==> config.mk <==
export PLATFORM = sky130hd
export DESIGN_NAME = mul_div_unit
export DESIGN_NICKNAME = d
export VERILOG_FILES = /design/src/rtl/mips_pkg.sv /design/src/rtl/mul_div_unit.sv
export SDC_FILE = /design/constraint.sdc
export NUM_CORES = 1
export LEC_CHECK = 0
export ABC_CLOCK_PERIOD_IN_PS = 5350
export CAP_MARGIN = 20
export CORE_MARGIN = 10
export CORE_UTILIZATION = 50
export CTS_CLUSTER_SIZE = 16
export DETAILED_ROUTE_END_ITERATION = 12
export PLACE_DENSITY_LB_ADDON = 0.08
export SYNTH_ARGS = -nofsm -noshare
export SYNTH_HDL_FRONTEND = slang
export SYNTH_SLANG_ARGS = --single-unit
export TNS_END_PERCENT = 5
==> constraint.sdc <==
create_clock -name CLK -period 5.35 [get_ports CLK]
set_clock_uncertainty 0.05 [all_clocks]
set_input_delay 0.535 -clock CLK [delete_from_list [all_inputs] [get_ports CLK]]
set_output_delay 0.535 -clock CLK [all_outputs]
set_load 0.05 [all_outputs]
==> src/rtl/mips_pkg.sv <==
// -----------------------------------------------------------------------------
// mips_pkg
// Shared definitions for the MIPS datapath blocks used by the multiply/divide
// unit: MdOp encodings, the multiply/divide sequencer state enum and the
// iteration count.
// -----------------------------------------------------------------------------
package mips_pkg;

    // MdOpE encodings: bit 1 selects divide, bit 0 selects unsigned.
    localparam logic [1:0] MD_MULT  = 2'b00;
    localparam logic [1:0] MD_MULTU = 2'b01;
    localparam logic [1:0] MD_DIV   = 2'b10;
    localparam logic [1:0] MD_DIVU  = 2'b11;

    // One iteration per operand bit.
    localparam int MD_ITER = 32;

    typedef enum logic [1:0] {
        IDLE = 2'd0,
        MUL  = 2'd1,
        DIV  = 2'd2,
        FIX  = 2'd3
    } md_state_e;

endpackage

==> src/rtl/mul_div_unit.sv <==
// -----------------------------------------------------------------------------
// mul_div_unit
// Iterative 32-bit signed/unsigned multiply/divide unit holding the
// architectural HI/LO registers. Sits beside the execute stage; Busy lets the
// hazard unit stall MFHI/MFLO/MTHI/MTLO/MULT/DIV in decode until done.
//
// Ports
//   CLK       rising-edge clock
//   RST       asynchronous reset, active-low
//   StartE    start MULT/MULTU/DIV/DIVU (sampled only when idle)
//   MdOpE     operation select (see mips_pkg MD_* encodings)
//   SrcAE     forwarded rs: multiplicand / dividend / MTHI-MTLO data
//   SrcBE     forwarded rt: multiplier / divisor
//   HiWriteE  MTHI: HI <= SrcAE (idle only, loses to StartE)
//   LoWriteE  MTLO: LO <= SrcAE (idle only, loses to StartE)
//   Busy      operation in progress (decoded from the state register)
//   Hi, Lo    HI/LO registers
// -----------------------------------------------------------------------------
module mul_div_unit #(
    parameter int MD_ITER = mips_pkg::MD_ITER
) (
    input  logic        CLK,
    input  logic        RST,
    input  logic        StartE,
    input  logic [1:0]  MdOpE,
    input  logic [31:0] SrcAE,
    input  logic [31:0] SrcBE,
    input  logic        HiWriteE,
    input  logic        LoWriteE,
    output logic        Busy,
    output logic [31:0] Hi,
    output logic [31:0] Lo
);
    import mips_pkg::*;

    localparam int CW = $clog2(MD_ITER);

    md_state_e   state_q, state_d;
    logic [CW-1:0] cnt_q, cnt_d;
    logic [63:0] work_q, work_d;     // product, or {remainder, quotient}
    logic [31:0] a_q, a_d;           // |multiplicand|
    logic [31:0] b_q, b_d;           // |multiplier| (shifts) or |divisor|
    logic        is_div_q, is_div_d;
    logic        neg_res_q, neg_res_d;  // negate product / quotient
    logic        neg_rem_q, neg_rem_d;  // remainder takes dividend's sign
    logic [31:0] hi_q, hi_d;
    logic [31:0] lo_q, lo_d;

    // Shared negators: operand abs on entry, result correction in FIX.
    // The 64-bit product negation reuses the low-half negator; the high half
    // only needs the carry out of the low half (set when the low half is 0).
    logic        op_signed;
    logic [31:0] neg_a, neg_b, neg_lo, neg_hi, neg_hi_c;
    logic [31:0] a_abs, b_abs;

    always_comb begin
        op_signed = (MdOpE == MD_MULT) || (MdOpE == MD_DIV);
        neg_a     = -SrcAE;
        neg_b     = -SrcBE;
        a_abs     = (op_signed && SrcAE[31]) ? neg_a : SrcAE;
        b_abs     = (op_signed && SrcBE[31]) ? neg_b : SrcBE;
        neg_lo    = -work_q[31:0];
        neg_hi    = -work_q[63:32];
        neg_hi_c  = ~work_q[63:32] + {31'b0, (work_q[31:0] == 32'b0)};
    end

    // Datapath step helpers.
    logic [32:0] mul_sum;
    logic        div_fits;
    logic [31:0] div_rem;

    always_comb begin
        mul_sum  = {1'b0, work_q[63:32]} + {1'b0, (b_q[0] ? a_q : 32'b0)};
        // 33-bit trial: shifted partial remainder against the divisor.
        div_fits = work_q[63:31] >= {1'b0, b_q};
        div_rem  = work_q[62:31] - b_q;
    end

    // NOTE: every signal assigned here gets a default first, so no path
    // leaves it unassigned and no latch is inferred.
    always_comb begin
        state_d   = state_q;
        cnt_d     = cnt_q;
        work_d    = work_q;
        a_d       = a_q;
        b_d       = b_q;
        is_div_d  = is_div_q;
        neg_res_d = neg_res_q;
        neg_rem_d = neg_rem_q;
        hi_d      = hi_q;
        lo_d      = lo_q;

        unique case (state_q)
            IDLE: begin
                if (StartE) begin
                    a_d       = a_abs;
                    b_d       = b_abs;
                    cnt_d     = '0;
                    is_div_d  = MdOpE[1];
                    neg_res_d = op_signed && (SrcAE[31] ^ SrcBE[31]);
                    neg_rem_d = op_signed && SrcAE[31];
                    if (MdOpE[1]) begin
                        state_d = DIV;
                        work_d  = {32'b0, a_abs};
                    end else begin
                        state_d = MUL;
                        work_d  = 64'b0;
                    end
                end else begin
                    if (HiWriteE) hi_d = SrcAE;
                    if (LoWriteE) lo_d = SrcAE;
                end
            end
            MUL: begin
                // Accumulate into the high half, shift the product right.
                work_d = {mul_sum, work_q[31:1]};
                b_d    = b_q >> 1;
                cnt_d  = cnt_q + CW'(1);
                if (cnt_q == CW'(MD_ITER - 1)) state_d = FIX;
            end
            DIV: begin
                if (div_fits) work_d = {div_rem, work_q[30:0], 1'b1};
                else          work_d = {work_q[62:0], 1'b0};
                cnt_d = cnt_q + CW'(1);
                if (cnt_q == CW'(MD_ITER - 1)) state_d = FIX;
            end
            FIX: begin
                state_d = IDLE;
                if (is_div_q) begin
                    // Divide by zero leaves |dividend| as remainder; the
                    // remainder sign fix restores the original SrcAE.
                    if (b_q == 32'b0)   lo_d = 32'hFFFF_FFFF;
                    else if (neg_res_q) lo_d = neg_lo;
                    else                lo_d = work_q[31:0];
                    hi_d = neg_rem_q ? neg_hi : work_q[63:32];
                end else begin
                    hi_d = neg_res_q ? neg_hi_c : work_q[63:32];
                    lo_d = neg_res_q ? neg_lo   : work_q[31:0];
                end
            end
            default: state_d = IDLE;
        endcase
    end

    // NOTE: sequential state uses non-blocking assignments so all flops
    // update together from pre-edge values.
    always_ff @(posedge CLK or negedge RST) begin
        if (!RST) begin
            state_q   <= IDLE;
            cnt_q     <= '0;
            work_q    <= '0;
            a_q       <= '0;
            b_q       <= '0;
            is_div_q  <= 1'b0;
            neg_res_q <= 1'b0;
            neg_rem_q <= 1'b0;
            hi_q      <= '0;
            lo_q      <= '0;
        end else begin
            state_q   <= state_d;
            cnt_q     <= cnt_d;
            work_q    <= work_d;
            a_q       <= a_d;
            b_q       <= b_d;
            is_div_q  <= is_div_d;
            neg_res_q <= neg_res_d;
            neg_rem_q <= neg_rem_d;
            hi_q      <= hi_d;
            lo_q      <= lo_d;
        end
    end

    assign Busy = (state_q != IDLE);
    assign Hi   = hi_q;
    assign Lo   = lo_q;

endmodule

==> results by stage, run 1 <==
Outcome:
- The flow ran to the end, and the final reports show no timing, DRC or antenna violations.

Critical path:
- The endpoint identified for the worst register-to-register timing path is Hi[21]$_DFFE_PN0P_.
- The signal on the critical path passes through or4_1, nor3_1, nand4_1, nand2b_1, nand2b_1, nor3_1, buf_4, ha_1, or3b_2, a21oi_1, o21bai_1, or2_2, o41ai_2, xor2_1, nand2_1, o21ai_0, a21oi_1.
- The critical path data required time is 5.71 ns.
- Along the worst path, the maximum fanout reaches 6.
- In this run the critical register-to-register path is launched from work_q[9]$_DFFE_PN0P_.
- At the worst endpoint, the arrival time is 5.02 ns.
- Setup slack on the worst reg-to-reg path comes out at 0.69 ns.
- The endpoint class of the critical path is a flip-flop.
- The largest stage delay on the critical path is 0.59 ns.
- The critical path class is reg2reg.
- The slowest cell on the critical path is sky130_fd_sc_hd__or4_1.
- The kind of start point of the critical path is a flip-flop.
- The length in cells of the worst reg-to-reg path is 17.

Hold path:
- The tightest min-delay check is of the in2async type.

Clock tree:
- For this design, the CTS-stage hold fixing added 0 buffers.
- The maximum buffer depth of the clock tree is 3.
- The clock input transition at the sequential cells of the worst setup and hold paths is 0.06 ns.
- Clock tree synthesis found a total of 202 sinks.
- The clock root buffer is sky130_fd_sc_hd__clkbuf_16.
- For the worst-skew pair, the clock arrives at the later sink with an insertion delay of 0.54 ns.
- The level count of the clock H-tree is 1.
- Once the clock tree was built, the setup fixing pass inserted 0 buffers.
- Once the clock tree was built, the resizer swapped 0 gates to a different size.
- Clock tree synthesis inserted a total of 25 buffers.
- TritonCTS built the clock tree.

Timing:
- For the pin with the worst max-slew slack, the measured transition is 1.07 ns.
- In the final timing run, aggregate negative setup slack is 0 ns.
- Of the available clock period, the critical path in the final layout requires 87.0%.
- The max-slew violation count is 0.
- Setup repair after global routing left no endpoint under its margin.
- Subtracting the final worst setup slack from the clock period gives 4.66 ns.
- The hold slack is 0.0366 ns.
- In this run the tightest slew margin relative to its limit is 29.0%.
- The hold violation count in the final report is 0.
- The final count of negative-setup-slack endpoints is 0.
- Static timing analysis puts the maximum clock frequency at 215 MHz.

Power and ir drop:
- The areal power density over the cells is 719 nW/um2.
- The worst-case IR drop observed on VDD is 319 uV.
- In this run the static leakage power is 7.74 nW.

Detailed routing:
- For this run, the detailed router's first-pass iteration total came to 6.
- The via density per instance is 6.17.
- The detailed-route DRC error count is 0.
- The iteration-0 DRC count of the detailed router is 1,327.
- After detailed routing, the total wire length is 54.3 mm.
- The number of antenna-violating nets in the routed design is 0.
- The average wire per standard cell is 21.9 um.
- The total vias in the final route is 15,300.

Run:
- Max-cap violations in this run came to 0.

Floorplanning:
- The boundary pin count is 136.
- The floorplan core area is 31,500 um2.
- Measured along the x axis, the die boundary spans 198 um.
- The initial core utilization is 50.5%.
- The die outline height is 198 um.
- The die covers 39,300 um2.
- The total number of placement rows is 65.

Finish:
- Leaving out filler cells and counting taps, the final layout contains 2,474.
- For this run, the post-layout net count is 2,204.
- The count of antenna diodes in the layout is 0.
- In the final layout, the share of cells above drive strength 1 is 5.07%.
- The area growth from synthesis to layout is 15.2%.

Synth:
- Ranked by total cell area, the synthesized netlist is headed by sky130_fd_sc_hd__dfrtp_1 (32%), sky130_fd_sc_hd__o21ai_0 (7.9%), sky130_fd_sc_hd__nand2_1 (6.5%).
- The number of different library cells in the post-synthesis netlist is 76.
- Ranked by instance count, the synthesized netlist is headed by sky130_fd_sc_hd__nand2_1 (275), sky130_fd_sc_hd__o21ai_0 (252), sky130_fd_sc_hd__dfrtp_1 (202), sky130_fd_sc_hd__a21oi_1 (149), sky130_fd_sc_hd__nor2_1 (129).
- The share of the Yosys chip area taken by registers is 31.8%.
- In the synthesized netlist the async set-or-reset flop fraction comes to 100%.
- In this run the mean area of a mapped cell was 7.98 um2.
- Yosys mapped a number of flops with a built-in enable equal to 0.
- The synthesized design contains 202 register bits.
- The mapped netlist covers 15,900 um2.
- Yosys instantiated no cell more often than sky130_fd_sc_hd__nand2_1.
- For this run, the number of Yosys warnings is 0.
- Among all flip-flop cells after synthesis, the most frequent one is sky130_fd_sc_hd__dfrtp_1.
- Counting every net in the synthesized netlist gives 2,141.
- Of the post-synthesis cell area, the dominant cell type holds 31.8%.
- The top cell type by total area after synthesis is sky130_fd_sc_hd__dfrtp_1.
- The cell count after synthesis is 1,992.

Placed design:
- The detailed-placement wirelength estimate is 41.7 mm.
- The count of buffers from port buffering is 135.
- The number of placed instances, taps included, is 2,430.
- The congestion estimate from routability-driven global placement came to 0.974.

Global routing:
- The global-route wire length before repair is 85.2 mm.
- The number of antenna violations at the first check in global routing came to 0.
- The overall track demand over capacity in global routing is 27.1%.
- The maximum number of pins on one net before global-route repair is 105.
- The leftover overflow at the end of global routing is 0.
- The number of global-route vias before repair was 14,700.
## layout by cell type, fill, tap and decap left out, drive strengths merged, types with 32 or more instances in the layout
master / Yosys / routed
xor2: 66 / 66
a21o: 32 / 32
ha: 76 / 76
xnor2: 104 / 104
nand2: 275 / 275
o21ai: 254 / 254
o22ai: 34 / 34
and2: 37 / 37
clkdlybuf4s50: 0 / 134
inv: 69 / 70
dfrtp: 202 / 202
mux2i: 33 / 33
a22o: 32 / 32
nor2: 129 / 129
clkbuf: 108 / 38
a21oi: 149 / 149
## cell type report
cell class / instances / area [um2]
clock buffer: 37 / 731
sequential: 202 / 5050
timing repair buffer: 159 / 1540
multi-input combinational: 1597 / 10200
fill: 2996 / 13200
inverter: 70 / 263
clock inverter: 7 / 67.6
tap: 402 / 503
## worst max-delay path, delay by kind of cell (launching register included)
kind / cells / cell delay, ns
simple gates: 9 / 2.66
xor+xnor: 1 / 0.17
buf+inv: 1 / 0.19
fa+ha+maj: 1 / 0.18
flops: 1 / 0.44
compound gates: 5 / 0.83
## worst max path at each step
stage,cells past startpoint,to,slack [ns],startpoint
after floorplan,17,Hi[21]$_DFFE_PN0P_,1.24,work_q[8]$_DFFE_PN0P_
after global placement,17,Hi[21]$_DFFE_PN0P_,0.90,work_q[9]$_DFFE_PN0P_
after detailed placement,17,Hi[21]$_DFFE_PN0P_,0.79,work_q[9]$_DFFE_PN0P_
after CTS,17,Hi[21]$_DFFE_PN0P_,0.76,work_q[9]$_DFFE_PN0P_
after global routing,17,Hi[21]$_DFFE_PN0P_,0.37,work_q[9]$_DFFE_PN0P_
final,17,Hi[21]$_DFFE_PN0P_,0.69,work_q[9]$_DFFE_PN0P_
## power breakdown
| group | internal, W | switching [W] | total, W |
|---|---|---|---|
| clock network | 0.000988 | 0.000686 | 0.00167 |
| registers | 0.00220 | 0.000859 | 0.00306 |
| logic | 0.00310 | 0.00533 | 0.00843 |
| total | 0.00628 | 0.00688 | 0.0132 |
## routing by layer
layer  part of all wire, %  wire [um]  GRT usage, %  up-vias
met2                    46      25000          44.7      561
met3                   6.2       3390          3.07      109
li1                      -          -             -     7313
met4                   4.2       2280          10.3        0
met1                    43      23600          35.7     7274
met5                     0          0             0        -
## logic make-up (layout without fill, tap and decap cells)
family          Yosys count  count (layout)  share of synthesized area, %
flops                   202             202                          31.8
simple gates            604             604                          17.6
compound gates          703             703                          27.6
xor+xnor                170             170                          9.37
fa+ha+maj                78              78                          6.24
mux                      42              42                          2.72
buf+inv                 193             273                          4.69
## sequential cells by signal, summed over array words and instances (netlist names)
register	cells
b_q	32
a_q	32
neg_rem_q	1
is_div_q	1
neg_res_q	1
cnt_q	5
Hi	32
Lo	32
work_q	64
state_q	2
## per-stage QoR
step / power, W / utilization (%) / instance area (um2) / setup slack [ns]
2_1_floorplan: 0.00897 / - / 15900 / 1.24
3_3_place_gp: 0.0113 / 55.6 / 17500 / 0.899
3_5_place_dp: 0.0114 / 55.6 / 17500 / 0.786
4_1_cts: 0.0131 / 58.2 / 18300 / 0.764
5_1_grt: 0.0141 / 58.2 / 18300 / 0.372
6_report: 0.0132 / 58.2 / 18300 / 0.693
Note: power is estimated with default switching activity, not from simulation.
==> run 2, diff against run 1 <==
--- a/config.mk
+++ b/config.mk
@@ -5,7 +5,6 @@
 export SDC_FILE = /design/constraint.sdc
 export NUM_CORES = 1
 export LEC_CHECK = 0
-export ABC_CLOCK_PERIOD_IN_PS = 5350
 export CAP_MARGIN = 20
 export CORE_MARGIN = 10
 export CORE_UTILIZATION = 50
==> results of run 2 <==
Final layout, timing and power as in run 1 (identical DEF).
